--- src/rtl/axi_lite_single_master.sv ---
// Single-outstanding AXI4-Lite master: one local register command in, one response out.
// Optional watchdog: define AXI_MASTER_TIMEOUT_EN to abort stalled transactions after TIMEOUT_CYCLES.
module axi_lite_single_master #(
  parameter int C_M_AXI_DATA_WIDTH = 32,
  parameter int C_M_AXI_ADDR_WIDTH = 9,
  parameter int TIMEOUT_CYCLES     = 1024
) (
  input  logic                            M_AXI_ACLK,
  input  logic                            M_AXI_ARESET,
  input  logic                            cmd_valid,
  output logic                            cmd_ready,
  input  logic                            cmd_write,
  input  logic [C_M_AXI_ADDR_WIDTH-1:0]   cmd_addr,
  input  logic [C_M_AXI_DATA_WIDTH-1:0]   cmd_wdata,
  input  logic [C_M_AXI_DATA_WIDTH/8-1:0] cmd_wstrb,
  output logic                            rsp_valid,
  input  logic                            rsp_ready,
  output logic [C_M_AXI_DATA_WIDTH-1:0]   rsp_rdata,
  output logic [1:0]                      rsp_resp,
  output logic                            rsp_timeout,
  output logic [C_M_AXI_ADDR_WIDTH-1:0]   M_AXI_AWADDR,
  output logic [2:0]                      M_AXI_AWPROT,
  output logic                            M_AXI_AWVALID,
  input  logic                            M_AXI_AWREADY,
  output logic [C_M_AXI_DATA_WIDTH-1:0]   M_AXI_WDATA,
  output logic [C_M_AXI_DATA_WIDTH/8-1:0] M_AXI_WSTRB,
  output logic                            M_AXI_WVALID,
  input  logic                            M_AXI_WREADY,
  input  logic [1:0]                      M_AXI_BRESP,
  input  logic                            M_AXI_BVALID,
  output logic                            M_AXI_BREADY,
  output logic [C_M_AXI_ADDR_WIDTH-1:0]   M_AXI_ARADDR,
  output logic [2:0]                      M_AXI_ARPROT,
  output logic                            M_AXI_ARVALID,
  input  logic                            M_AXI_ARREADY,
  input  logic [C_M_AXI_DATA_WIDTH-1:0]   M_AXI_RDATA,
  input  logic [1:0]                      M_AXI_RRESP,
  input  logic                            M_AXI_RVALID,
  output logic                            M_AXI_RREADY
);

  typedef enum logic [2:0] {
    ST_IDLE, ST_WRITE, ST_WRESP, ST_READ, ST_RRESP, ST_DONE
  } state_t;

  state_t state_reg, state_next;

  logic awvalid_reg, awvalid_next, wvalid_reg, wvalid_next, bready_reg, bready_next;
  logic arvalid_reg, arvalid_next, rready_reg, rready_next;
  logic [C_M_AXI_ADDR_WIDTH-1:0]   addr_reg, addr_next;
  logic [C_M_AXI_DATA_WIDTH-1:0]   wdata_reg, wdata_next;
  logic [C_M_AXI_DATA_WIDTH/8-1:0] wstrb_reg, wstrb_next;
  logic                            rsp_valid_reg, rsp_valid_next;
  logic [C_M_AXI_DATA_WIDTH-1:0]   rsp_rdata_reg, rsp_rdata_next;
  logic [1:0]                      rsp_resp_reg, rsp_resp_next;
  logic                            rsp_timeout_reg, rsp_timeout_next;

  logic b_hs, r_hs, ar_hs, aw_pending, w_pending, timeout_hit;

  assign b_hs       = bready_reg && M_AXI_BVALID;
  assign r_hs       = rready_reg && M_AXI_RVALID;
  assign ar_hs      = arvalid_reg && M_AXI_ARREADY;
  assign aw_pending = awvalid_reg && !M_AXI_AWREADY;
  assign w_pending  = wvalid_reg && !M_AXI_WREADY;

`ifdef AXI_MASTER_TIMEOUT_EN
  localparam int TimerW = $clog2(TIMEOUT_CYCLES + 1);
  logic [TimerW-1:0] timer_reg;
  logic              busy;

  assign busy = (state_reg == ST_WRITE) || (state_reg == ST_WRESP) ||
                (state_reg == ST_READ)  || (state_reg == ST_RRESP);

  always_ff @(posedge M_AXI_ACLK or posedge M_AXI_ARESET) begin
    if (M_AXI_ARESET)  timer_reg <= '0;
    else if (busy)     timer_reg <= timer_reg + 1'b1;
    else               timer_reg <= '0;
  end

  // Fires on the edge where the count would reach TIMEOUT_CYCLES.
  assign timeout_hit = busy && (timer_reg == TimerW'(TIMEOUT_CYCLES - 1));
`else
  assign timeout_hit = 1'b0;
`endif

  always_ff @(posedge M_AXI_ACLK or posedge M_AXI_ARESET) begin
    if (M_AXI_ARESET) state_reg <= ST_IDLE;
    else              state_reg <= state_next;
  end

  // Completing handshakes take priority over the watchdog in the same cycle.
  always_comb begin
    state_next = state_reg;
    case (state_reg)
      ST_IDLE:  if (cmd_valid) state_next = cmd_write ? ST_WRITE : ST_READ;
      ST_WRITE: if (b_hs || timeout_hit)        state_next = ST_DONE;
                else if (!aw_pending && !w_pending) state_next = ST_WRESP;
      ST_WRESP: if (b_hs || timeout_hit)        state_next = ST_DONE;
      ST_READ:  if (r_hs || timeout_hit)        state_next = ST_DONE;
                else if (ar_hs)                 state_next = ST_RRESP;
      ST_RRESP: if (r_hs || timeout_hit)        state_next = ST_DONE;
      ST_DONE:  if (rsp_ready)                  state_next = ST_IDLE;
      default:                                  state_next = ST_IDLE;
    endcase
  end

  always_comb begin
    awvalid_next     = awvalid_reg;
    wvalid_next      = wvalid_reg;
    bready_next      = bready_reg;
    arvalid_next     = arvalid_reg;
    rready_next      = rready_reg;
    addr_next        = addr_reg;
    wdata_next       = wdata_reg;
    wstrb_next       = wstrb_reg;
    rsp_valid_next   = rsp_valid_reg;
    rsp_rdata_next   = rsp_rdata_reg;
    rsp_resp_next    = rsp_resp_reg;
    rsp_timeout_next = rsp_timeout_reg;
    case (state_reg)
      ST_IDLE: if (cmd_valid) begin
        addr_next    = cmd_addr;
        wdata_next   = cmd_wdata;
        wstrb_next   = cmd_wstrb;
        awvalid_next = cmd_write;
        wvalid_next  = cmd_write;
        bready_next  = cmd_write;
        arvalid_next = !cmd_write;
        rready_next  = !cmd_write;
      end
      ST_WRITE, ST_WRESP: begin
        awvalid_next = aw_pending;
        wvalid_next  = w_pending;
      end
      ST_READ, ST_RRESP: arvalid_next = arvalid_reg && !M_AXI_ARREADY;
      ST_DONE: if (rsp_ready) rsp_valid_next = 1'b0;
      default: ;
    endcase
    if (state_reg != ST_DONE && state_next == ST_DONE) begin
      awvalid_next   = 1'b0;
      wvalid_next    = 1'b0;
      bready_next    = 1'b0;
      arvalid_next   = 1'b0;
      rready_next    = 1'b0;
      rsp_valid_next = 1'b1;
      if (b_hs) begin
        rsp_rdata_next   = '0;
        rsp_resp_next    = M_AXI_BRESP;
        rsp_timeout_next = 1'b0;
      end else if (r_hs) begin
        rsp_rdata_next   = M_AXI_RDATA;
        rsp_resp_next    = M_AXI_RRESP;
        rsp_timeout_next = 1'b0;
      end else begin
        rsp_rdata_next   = '0;
        rsp_resp_next    = 2'b10;
        rsp_timeout_next = 1'b1;
      end
    end
  end

  always_ff @(posedge M_AXI_ACLK or posedge M_AXI_ARESET) begin
    if (M_AXI_ARESET) begin
      awvalid_reg     <= 1'b0;
      wvalid_reg      <= 1'b0;
      bready_reg      <= 1'b0;
      arvalid_reg     <= 1'b0;
      rready_reg      <= 1'b0;
      addr_reg        <= '0;
      wdata_reg       <= '0;
      wstrb_reg       <= '0;
      rsp_valid_reg   <= 1'b0;
      rsp_rdata_reg   <= '0;
      rsp_resp_reg    <= 2'b00;
      rsp_timeout_reg <= 1'b0;
    end else begin
      awvalid_reg     <= awvalid_next;
      wvalid_reg      <= wvalid_next;
      bready_reg      <= bready_next;
      arvalid_reg     <= arvalid_next;
      rready_reg      <= rready_next;
      addr_reg        <= addr_next;
      wdata_reg       <= wdata_next;
      wstrb_reg       <= wstrb_next;
      rsp_valid_reg   <= rsp_valid_next;
      rsp_rdata_reg   <= rsp_rdata_next;
      rsp_resp_reg    <= rsp_resp_next;
      rsp_timeout_reg <= rsp_timeout_next;
    end
  end

  // cmd_ready is the only combinational output; it is held low while reset is asserted.
  assign cmd_ready     = (state_reg == ST_IDLE) && !M_AXI_ARESET;
  assign rsp_valid     = rsp_valid_reg;
  assign rsp_rdata     = rsp_rdata_reg;
  assign rsp_resp      = rsp_resp_reg;
  assign rsp_timeout   = rsp_timeout_reg;
  assign M_AXI_AWADDR  = addr_reg;
  assign M_AXI_ARADDR  = addr_reg;
  assign M_AXI_AWPROT  = 3'b000;
  assign M_AXI_ARPROT  = 3'b000;
  assign M_AXI_AWVALID = awvalid_reg;
  assign M_AXI_WDATA   = wdata_reg;
  assign M_AXI_WSTRB   = wstrb_reg;
  assign M_AXI_WVALID  = wvalid_reg;
  assign M_AXI_BREADY  = bready_reg;
  assign M_AXI_ARVALID = arvalid_reg;
  assign M_AXI_RREADY  = rready_reg;

endmodule
--- config.mk ---
export PLATFORM = sky130hd
export DESIGN_NAME = axi_lite_single_master
export DESIGN_NICKNAME = d
export VERILOG_FILES = /design/src/rtl/axi_lite_single_master.sv
export SDC_FILE = /design/constraint.sdc
export NUM_CORES = 1
export LEC_CHECK = 0
export BUFFER_PORTS_ARGS = -buffer_cell sky130_fd_sc_hd__buf_2
export CORE_ASPECT_RATIO = 0.9
export CORE_MARGIN = 2
export CORE_UTILIZATION = 30
export DETAILED_ROUTE_END_ITERATION = 7
export PLACE_DENSITY = 0.52
export SYNTH_ARGS = -nofsm -noshare
export SYNTH_HDL_FRONTEND = slang
export SYNTH_SLANG_ARGS = --single-unit
--- constraint.sdc ---
create_clock -name M_AXI_ACLK -period 3.1 [get_ports M_AXI_ACLK]
set_clock_uncertainty 0.1 [all_clocks]
set_input_delay 0.465 -clock M_AXI_ACLK [delete_from_list [all_inputs] [get_ports M_AXI_ACLK]]
set_output_delay 0.465 -clock M_AXI_ACLK [all_outputs]
set_load 0.02 [all_outputs]
==> results of run 1 <==
==> report_power, final <==
part / switching, mW / internal (mW)
combinational: 0.0509 / 0.0441
clock: 0.434 / 0.662
sequential: 0 / 1.16
total: 0.485 / 1.87
==> metrics by stage <==
step / hold WS, ns / cells / utilization
after detailed placement: 0.357 / 752 / 0.386
final: 0.149 / 768 / 0.409
after global placement: 0.354 / 752 / 0.386
after global routing: 0.198 / 768 / 0.409
after CTS: 0.168 / 767 / 0.409
after floorplan: 0.470 / 434 / -
==> worst max-delay path: cells and delay by family, from the launching register on <==
kind / cells / cell delay [ns]
simple gates: 1 / 0.10
flops: 1 / 0.64
compound gates: 4 / 0.96
buf+inv: 1 / 0.28
==> final timing paths <==
kind,to,depth (start not counted),slack [ns],start
setup reg to reg,rsp_rdata[25],6,0.88,state_reg[0]
hold reg to reg,M_AXI_WDATA[4],2,0.37,M_AXI_WDATA[4]
min in group M_AXI_ACLK,M_AXI_WDATA[22],3,0.22,cmd_wdata[22]
hold / removal,M_AXI_WDATA[0],2,0.15,M_AXI_ARESET
max in group asynchronous,M_AXI_ARADDR[8],3,2.11,M_AXI_ARESET
setup / recovery,rsp_rdata[25],6,0.88,state_reg[0]
==> logic make-up (layout without fill, tap and decap cells) <==
logic type | Yosys count | count (layout) | synth area share
DFF | 89 | 89 | 0.569
other | 1 | 7 | 0.000958
and+or+nand+nor | 205 | 205 | 0.240
muxes | 2 | 2 | 0.00575
AOI/OAI and AO/OA | 59 | 59 | 0.0927
buffers and inverters | 73 | 242 | 0.0914
==> layout by cell type, fill, tap and decap left out, types with 2 or more instances in the layout <==
cell / count
clkbuf_8: 2
nand2b_1: 3
buf_2: 186
clkinv_2: 2
nand2_1: 146
buf_4: 6
clkbuf_16: 9
dfrtp_1: 89
nor2b_1: 5
inv_1: 33
nor2_1: 7
conb_1: 6
a21oi_1: 10
a21oi_2: 2
nand3_1: 6
o21ai_0: 34
nand3b_1: 33
a21o_1: 3
==> area by class of cell <==
type                    instances  area (um^2)  area share
multi-input cells             272         1360       0.260
inverters                      34          130      0.0250
flip-flops and latches         89         2230       0.427
clock inverters                 3         40.0     0.00768
clock buffers                  12          256      0.0492
repair buffers                193          996       0.191
diodes                          1         2.50    0.000480
well taps                     164          205      0.0394
==> routing by layer <==
metal	vias to the layer above	track usage	part of all wire
li1	1679	-	-
met1	1571	0.199	0.45
met2	125	0.228	0.46
met3	7	0.0663	0.082
met4	0	0.0337	0.0078
met5	-	0	0
==> impl_metrics.json, run 1 <==
{
  "path_class": "reg -> reg",
  "maxCapViolCount": 0,
  "cts_setup_buffers": 0,
  "yosys_warnings": 0,
  "die_area_um2": 14000,
  "grt_pass1_vias": 3316,
  "dpl.hpwl_mm": 7.14,
  "n_fill_cell": 1297,
  "cts_hold_buf": 0,
  "ys_top_cells_by_count": "nand2_1 (147), dfrtp_1 (89), inv_1 (34), o21ai_0 (34), nand3b_1 (33)",
  "worstSetupEndpointType": "register",
  "yosys.area.top_type_share": 0.569,
  "route.vias.total": 3382,
  "postSynthAreaPerCell_um2": 9.13,
  "synth-edff-count": 0,
  "clkTransAtPathRegs_ns": 0.06,
  "critPathArrivalTime_ns": 2.33,
  "cts_resized": 0,
  "synth_most_common_cell": "nand2_1",
  "synth_seq_cells": 89,
  "antenna_found_initial": 1,
  "setup_slack_ns": 0.883,
  "slowest_delay_ns": 0.64,
  "design_area_um2": 5210,
  "ioPinCount": 193,
  "hp-class": "in -> async",
  "leakage_nw": 2.97,
  "core.rowCount": 39,
  "cp_cell_sequence": "nand2b_4, a311o_1, o311a_2, a31oi_4, buf_4, o21ai_0",
  "worst_slew_pin_slew_ns": 0.861,
  "synth_async_sr_flop_share": 1.00,
  "h-tree-depth": 3,
  "die_h_um": 112,
  "synth_cell_types": 35,
  "status": "finished, final reports clean",
  "wl_per_cell_um": 13.3,
  "gp_congestion": 0.773,
  "synth_largest_area_cell": "dfrtp_1",
  "min_period_ns": 2.22,
  "start_util": 0.307,
  "gr-total-overflow": 0,
  "cts-root-buf": "clkbuf_16",
  "ant_nets": 0,
  "max_slew_margin": 0.426,
  "p_per_area_nw_per_um2": 451,
  "synthCells": 429,
  "grt_max_degree": 52,
  "setup_tns_ns": 0,
  "clk_latency_ns": 0.33,
  "viasPerCell": 4.40,
  "hold_viol_final": 0,
  "drtIter0Drc": 146,
  "portBuffers": 186,
  "crit_fanout": 18,
  "fp.dieW_um": 124,
  "post-route-period-util": 0.715,
  "maxSlewViolCount": 0,
  "synth_ff_type": "dfrtp_1",
  "irDropWorstVdd_uv": 370,
  "rsz0062_at_grt": "false",
  "drive_gt1_frac": 0.360,
  "numCtsBuffers": 9,
  "cts_tree": "done",
  "cp.required_ns": 3.21,
  "synth.area.top_cells": "dfrtp_1 (57%), nand2_1 (14%), nand3b_1 (6.3%)",
  "dpl_cell_area_um2": 4910,
  "final_nets": 690,
  "grt_pass1_wl_mm": 16.8,
  "drt-total-wl_mm": 10.2,
  "post_synth_instance_area_um2": 3920,
  "drc": 0,
  "setup_violations": 0,
  "track_usage": 0.150,
  "crit_slowest_cell": "dfrtp_1",
  "first_pass_iters": 4,
  "critPathLaunchType": "register",
  "cts_buffer_depth": 2,
  "core_area_um2": 12700,
  "synth_seq_area_share": 0.569,
  "total_power_mw": 2.35,
  "preCtsSetupSlack_ns": 0.868,
  "fmax_mhz": 451,
  "cts_sinks": 89,
  "area_delta_synth_final_pct": 33.2
}
Power figures use the tool's default switching activity.
==> run 2, diff against run 1 <==
- clock period: 3.1 -> 2.3 ns (I/O delays scaled with it)
==> run 2 against run 1 <==
Net effect: sequential cell count is the same; critical path depth is the same; die area is the same; total power grew 41%; first-iteration DRC count grew 14%; register-to-register slack lost 0.69 ns.
==> impl_metrics.json, run 2 (same netlist as run 1, synthesis figures left out) <==
{
  "status": "finished, final reports clean",
  "clkTransAtPathRegs_ns": 0.06,
  "leakage_nw": 3.03,
  "cp_cell_sequence": "nand2b_4, a311o_1, o311a_2, a31oi_4, buf_4, o21ai_0",
  "dr.max_layer_used": "met4",
  "hp-class": "in -> async",
  "fp.dieW_um": 124,
  "maxCapViolCount": 0,
  "final_cell_mix": "buf_2 (186), nand2_1 (146), dfrtp_1 (89), o21ai_0 (34)",
  "cts_hold_buf": 0,
  "min_period_ns": 2.11,
  "worstSetupEndpointType": "register",
  "cts_tree": "done",
  "p_sw_frac": 0.197,
  "core_area_um2": 12700,
  "crit_fanout": 18,
  "gr-total-overflow": 0,
  "die_area_um2": 14000,
  "die_h_um": 112,
  "intPower_mw": 2.67,
  "critPathLaunchType": "register",
  "viasPerCell": 4.45,
  "drive_gt1_frac": 0.370,
  "cts_resized": 0,
  "crit_family": "compound AO/OA/AOI/OAI gates",
  "p_switching_mw": 0.655,
  "grt_pass1_vias": 3445,
  "n_antenna_cell": 0,
  "wirelength_met1_mm": 4.59,
  "cts_sinks": 89,
  "max_slew_margin": 0.514,
  "wl_per_cell_um": 13.3,
  "cts-root-buf": "clkbuf_16",
  "grt_pass1_wl_mm": 17.1,
  "irDropWorstVdd_uv": 510,
  "track_usage": 0.152,
  "r2r_cells": 6,
  "crit_buf_inv": 1,
  "p_per_area_nw_per_um2": 625,
  "grt_max_degree": 48,
  "ioPinCount": 193,
  "reg2reg_to": "rsp_rdata[13]",
  "rsz0062_at_grt": "false",
  "route.vias.total": 3446,
  "clk_latency_ns": 0.34,
  "slowest_delay_ns": 0.66,
  "met3WireLength_um": 921,
  "area_delta_synth_final_pct": 35.9,
  "drc": 0,
  "worst_slew_pin_slew_ns": 0.727,
  "final_nets": 697,
  "drt-total-wl_mm": 10.3,
  "core.rowCount": 39,
  "antenna_found_initial": 0,
  "share_seq_of_total_power": 0.471,
  "drtIter0Drc": 166,
  "cp.required_ns": 2.41,
  "pwr-share-comb": 0.040,
  "post-route-util": 0.418,
  "cts_buffer_depth": 2,
  "regToRegSetupSlack_ns": 0.19,
  "start_util": 0.307,
  "dpl.hpwl_mm": 7.51,
  "setup_violations": 0,
  "setup_tns_ns": 0,
  "layout_commonest_cell": "buf_2",
  "h-tree-depth": 3,
  "rr_startpoint": "state_reg[0]",
  "fmax_mhz": 475,
  "portBuffers": 186,
  "ant_nets": 0,
  "cts_setup_buffers": 0,
  "design_area_um2": 5320,
  "crit_slowest_cell": "dfrtp_1",
  "critPathArrivalTime_ns": 2.22,
  "numCtsBuffers": 9,
  "hold_viol_final": 0,
  "dpl_cell_area_um2": 4980,
  "maxSlewViolCount": 0,
  "n_fill_cell": 1327,
  "path_class": "reg -> reg",
  "first_pass_iters": 4,
  "power.share.clock": 0.489,
  "gp_congestion": 0.753,
  "post-route-period-util": 0.916,
  "wl_met2_mm": 4.68
}
run 2: metal layers:
| metal | up-vias | GRT usage |
|---|---|---|
| met5 | - | 0 |
| met4 | 0 | 0.0472 |
| met3 | 11 | 0.0567 |
| met2 | 143 | 0.231 |
| met1 | 1595 | 0.201 |
| li1 | 1697 | - |
run 2: worst max-delay path by stage:
stage / from / endpoint / slack [ns] / cells past startpoint
after global placement: state_reg[0] / rsp_resp[0] / 0.27 / 5
after global routing: state_reg[0] / M_AXI_RREADY / 0.05 / 6
final: state_reg[0] / rsp_rdata[13] / 0.19 / 6
after floorplan: M_AXI_BREADY / rsp_resp[1] / 0.28 / 7
after detailed placement: state_reg[0] / rsp_rdata[3] / 0.22 / 6
after CTS: state_reg[0] / rsp_rdata[13] / 0.19 / 6
run 2: power groups by stage:
stage | sequential, mW | clock (mW) | combinational (mW)
floorplan | 1.59 | 0 | 0.0436
global placement | 1.59 | 0 | 0.138
detailed placement | 1.59 | 0 | 0.138
CTS | 1.56 | 1.69 | 0.139
global route | 1.56 | 1.75 | 0.154
finish | 1.57 | 1.62 | 0.134
run 2: per-stage QoR:
| step | setup slack (ns) | power, mW | cells | hold slack, ns |
|---|---|---|---|---|
| after floorplan | 0.276 | 1.64 | 434 | 0.350 |
| after global placement | 0.271 | 1.73 | 759 | 0.353 |
| after detailed placement | 0.221 | 1.73 | 759 | 0.357 |
| after CTS | 0.194 | 3.40 | 775 | 0.0545 |
| after global routing | 0.0528 | 3.47 | 775 | 0.0776 |
| final | 0.193 | 3.32 | 775 | 0.0385 |
run 2: final cells by class:
class	instances	area, um^2	share of cell area
sequential	89	2230	0.419
multi-input combinational	272	1360	0.255
timing repair buffer	200	1060	0.199
clock buffer	12	267	0.0501
tap	164	205	0.0386
inverter	34	131	0.0247
clock inverter	4	73.8	0.0139
==> run 3, diff against run 2 <==
- PLACE_DENSITY: 0.52 -> unset
- REMOVE_ABC_BUFFERS: unset -> 1
==> run 3 against run 2 <==
Net effect: first-iteration DRC count rose by 38%; utilization fell by 0.83 points; cell count fell by 0.90%; routed wire length fell by 2.2%; clock power fell by 9%; global-route usage fell by 0.51 points; die area did not move; fmax fell by 2.3%; critical path type unchanged; largest power group is now sequential cells.
==> impl_metrics.json, run 3 (same netlist as run 1, synthesis figures left out) <==
{
  "final_nets": 691,
  "gr-total-overflow": 0,
  "grt_pass1_wl_mm": 16.7,
  "cts_tree": "done",
  "drc": 0,
  "final_cell_mix": "buf_2 (186), nand2_1 (147), dfrtp_1 (88), o21ai_0 (34)",
  "cts_buffer_depth": 2,
  "cts_hold_buf": 0,
  "first_pass_iters": 4,
  "ant_nets": 0,
  "cp.required_ns": 2.41,
  "critPathLaunchType": "register",
  "dpl.hpwl_mm": 7.02,
  "maxSlewViolCount": 0,
  "clkTransAtPathRegs_ns": 0.06,
  "cts_sinks": 89,
  "fp.dieW_um": 124,
  "setup_tns_ns": 0,
  "drtIter0Drc": 229,
  "drive_gt1_frac": 0.361,
  "irDropWorstVdd_uv": 340,
  "layout_commonest_cell": "buf_2",
  "drt-total-wl_mm": 10.1,
  "route.vias.total": 3435,
  "rsz0062_at_grt": "false",
  "worst_slew_pin_slew_ns": 0.593,
  "rr_startpoint": "state_reg[2]",
  "viasPerCell": 4.47,
  "total_power_mw": 3.17,
  "fmax_mhz": 464,
  "dp.cells": 753,
  "antenna_found_initial": 0,
  "die_h_um": 112,
  "start_util": 0.307,
  "post-route-util": 0.410,
  "cp-startpoint": "state_reg[2]",
  "path_class": "reg -> reg",
  "core_area_um2": 12700,
  "wl_per_cell_um": 13.1,
  "worstSetupEndpointType": "register",
  "h-tree-depth": 3,
  "hp-class": "in -> async",
  "gp_congestion": 0.880,
  "track_usage": 0.146,
  "preCtsSetupSlack_ns": 0.142,
  "cts-root-buf": "clkbuf_16",
  "maxCapViolCount": 0,
  "setup_slack_ns": 0.144,
  "core.rowCount": 39,
  "setup_violations": 0,
  "portBuffers": 186,
  "final_cells": 768,
  "leakage_nw": 2.97,
  "n_antenna_cell": 0,
  "hold_viol_final": 0,
  "p_per_area_nw_per_um2": 607,
  "grt_max_degree": 90,
  "ioPinCount": 193,
  "min_period_ns": 2.16,
  "status": "finished, final reports clean",
  "critPathArrivalTime_ns": 2.26,
  "die_area_um2": 14000,
  "post-route-period-util": 0.938,
  "crit_fanout": 33,
  "clk_latency_ns": 0.34,
  "area_delta_synth_final_pct": 33.2,
  "grt_pass1_vias": 3384,
  "max_slew_margin": 0.604,
  "numCtsBuffers": 9
}
==> run 3: cell count changes in the layout (fill, tap and decap cells not counted), sizes merged <==
cell      before  now
buf          200  194
bufinv         2    1
clkinv         2    3
clkinvlp       1    0
==> run 3: stage by stage <==
stage	hold WS [ns]	cell area, um^2
final	0.0281	5220
after global routing	0.0665	5220
after CTS	0.0361	5220
after detailed placement	0.358	4920
after global placement	0.352	4920
after floorplan	0.350	3700
==> run 3: repair_timing <==
action	4_1_cts	5_1_grt
setup buffers	0	0
gates resized for setup	0	1
setup endpoints to repair	0	32
==> run 3: worst max-delay path, stage by stage (launching register included) <==
cell     delay (ns)
dfrtp_1        0.59
or3b_1         0.42
a21o_1         0.23
a31oi_4        0.21
buf_4          0.32
o21ai_0        0.13
==> run 3: area by class of cell <==
type	instances	area, um^2
Clock buffer	12	256
Clock inverter	3	40.0
Fill cell	1283	7520
Inverter	34	129
Multi-Input combinational cell	272	1350
Sequential cell	89	2230
Tap cell	164	205
Timing Repair Buffer	194	1000
==> run 3: worst paths after layout <==
check	endpoint	slack (ns)	cells past startpoint
setup / recovery	rsp_rdata[16]	0.14	5
hold / removal	rsp_valid	0.03	3
setup reg to reg	rsp_rdata[16]	0.14	5
hold reg to reg	M_AXI_WDATA[17]	0.37	2
max in group asynchronous	M_AXI_WDATA[25]	1.72	3
min in group M_AXI_ACLK	M_AXI_ARADDR[6]	0.09	3
==> run 3: routing by layer <==
layer	routed length, um	track usage	up-vias
met5	0	0	-
met4	142	0.0464	0
met3	667	0.0477	10
met2	4780	0.233	119
met1	4500	0.191	1622
li1	-	-	1684
==> run 3: report_power, final <==
group          switching, mW  leakage [nW]  internal (mW)
Sequential                 0          1.07           1.57
Combinational         0.0692          1.76         0.0595
Clock                  0.581         0.148          0.892
Total                  0.650          2.97           2.52
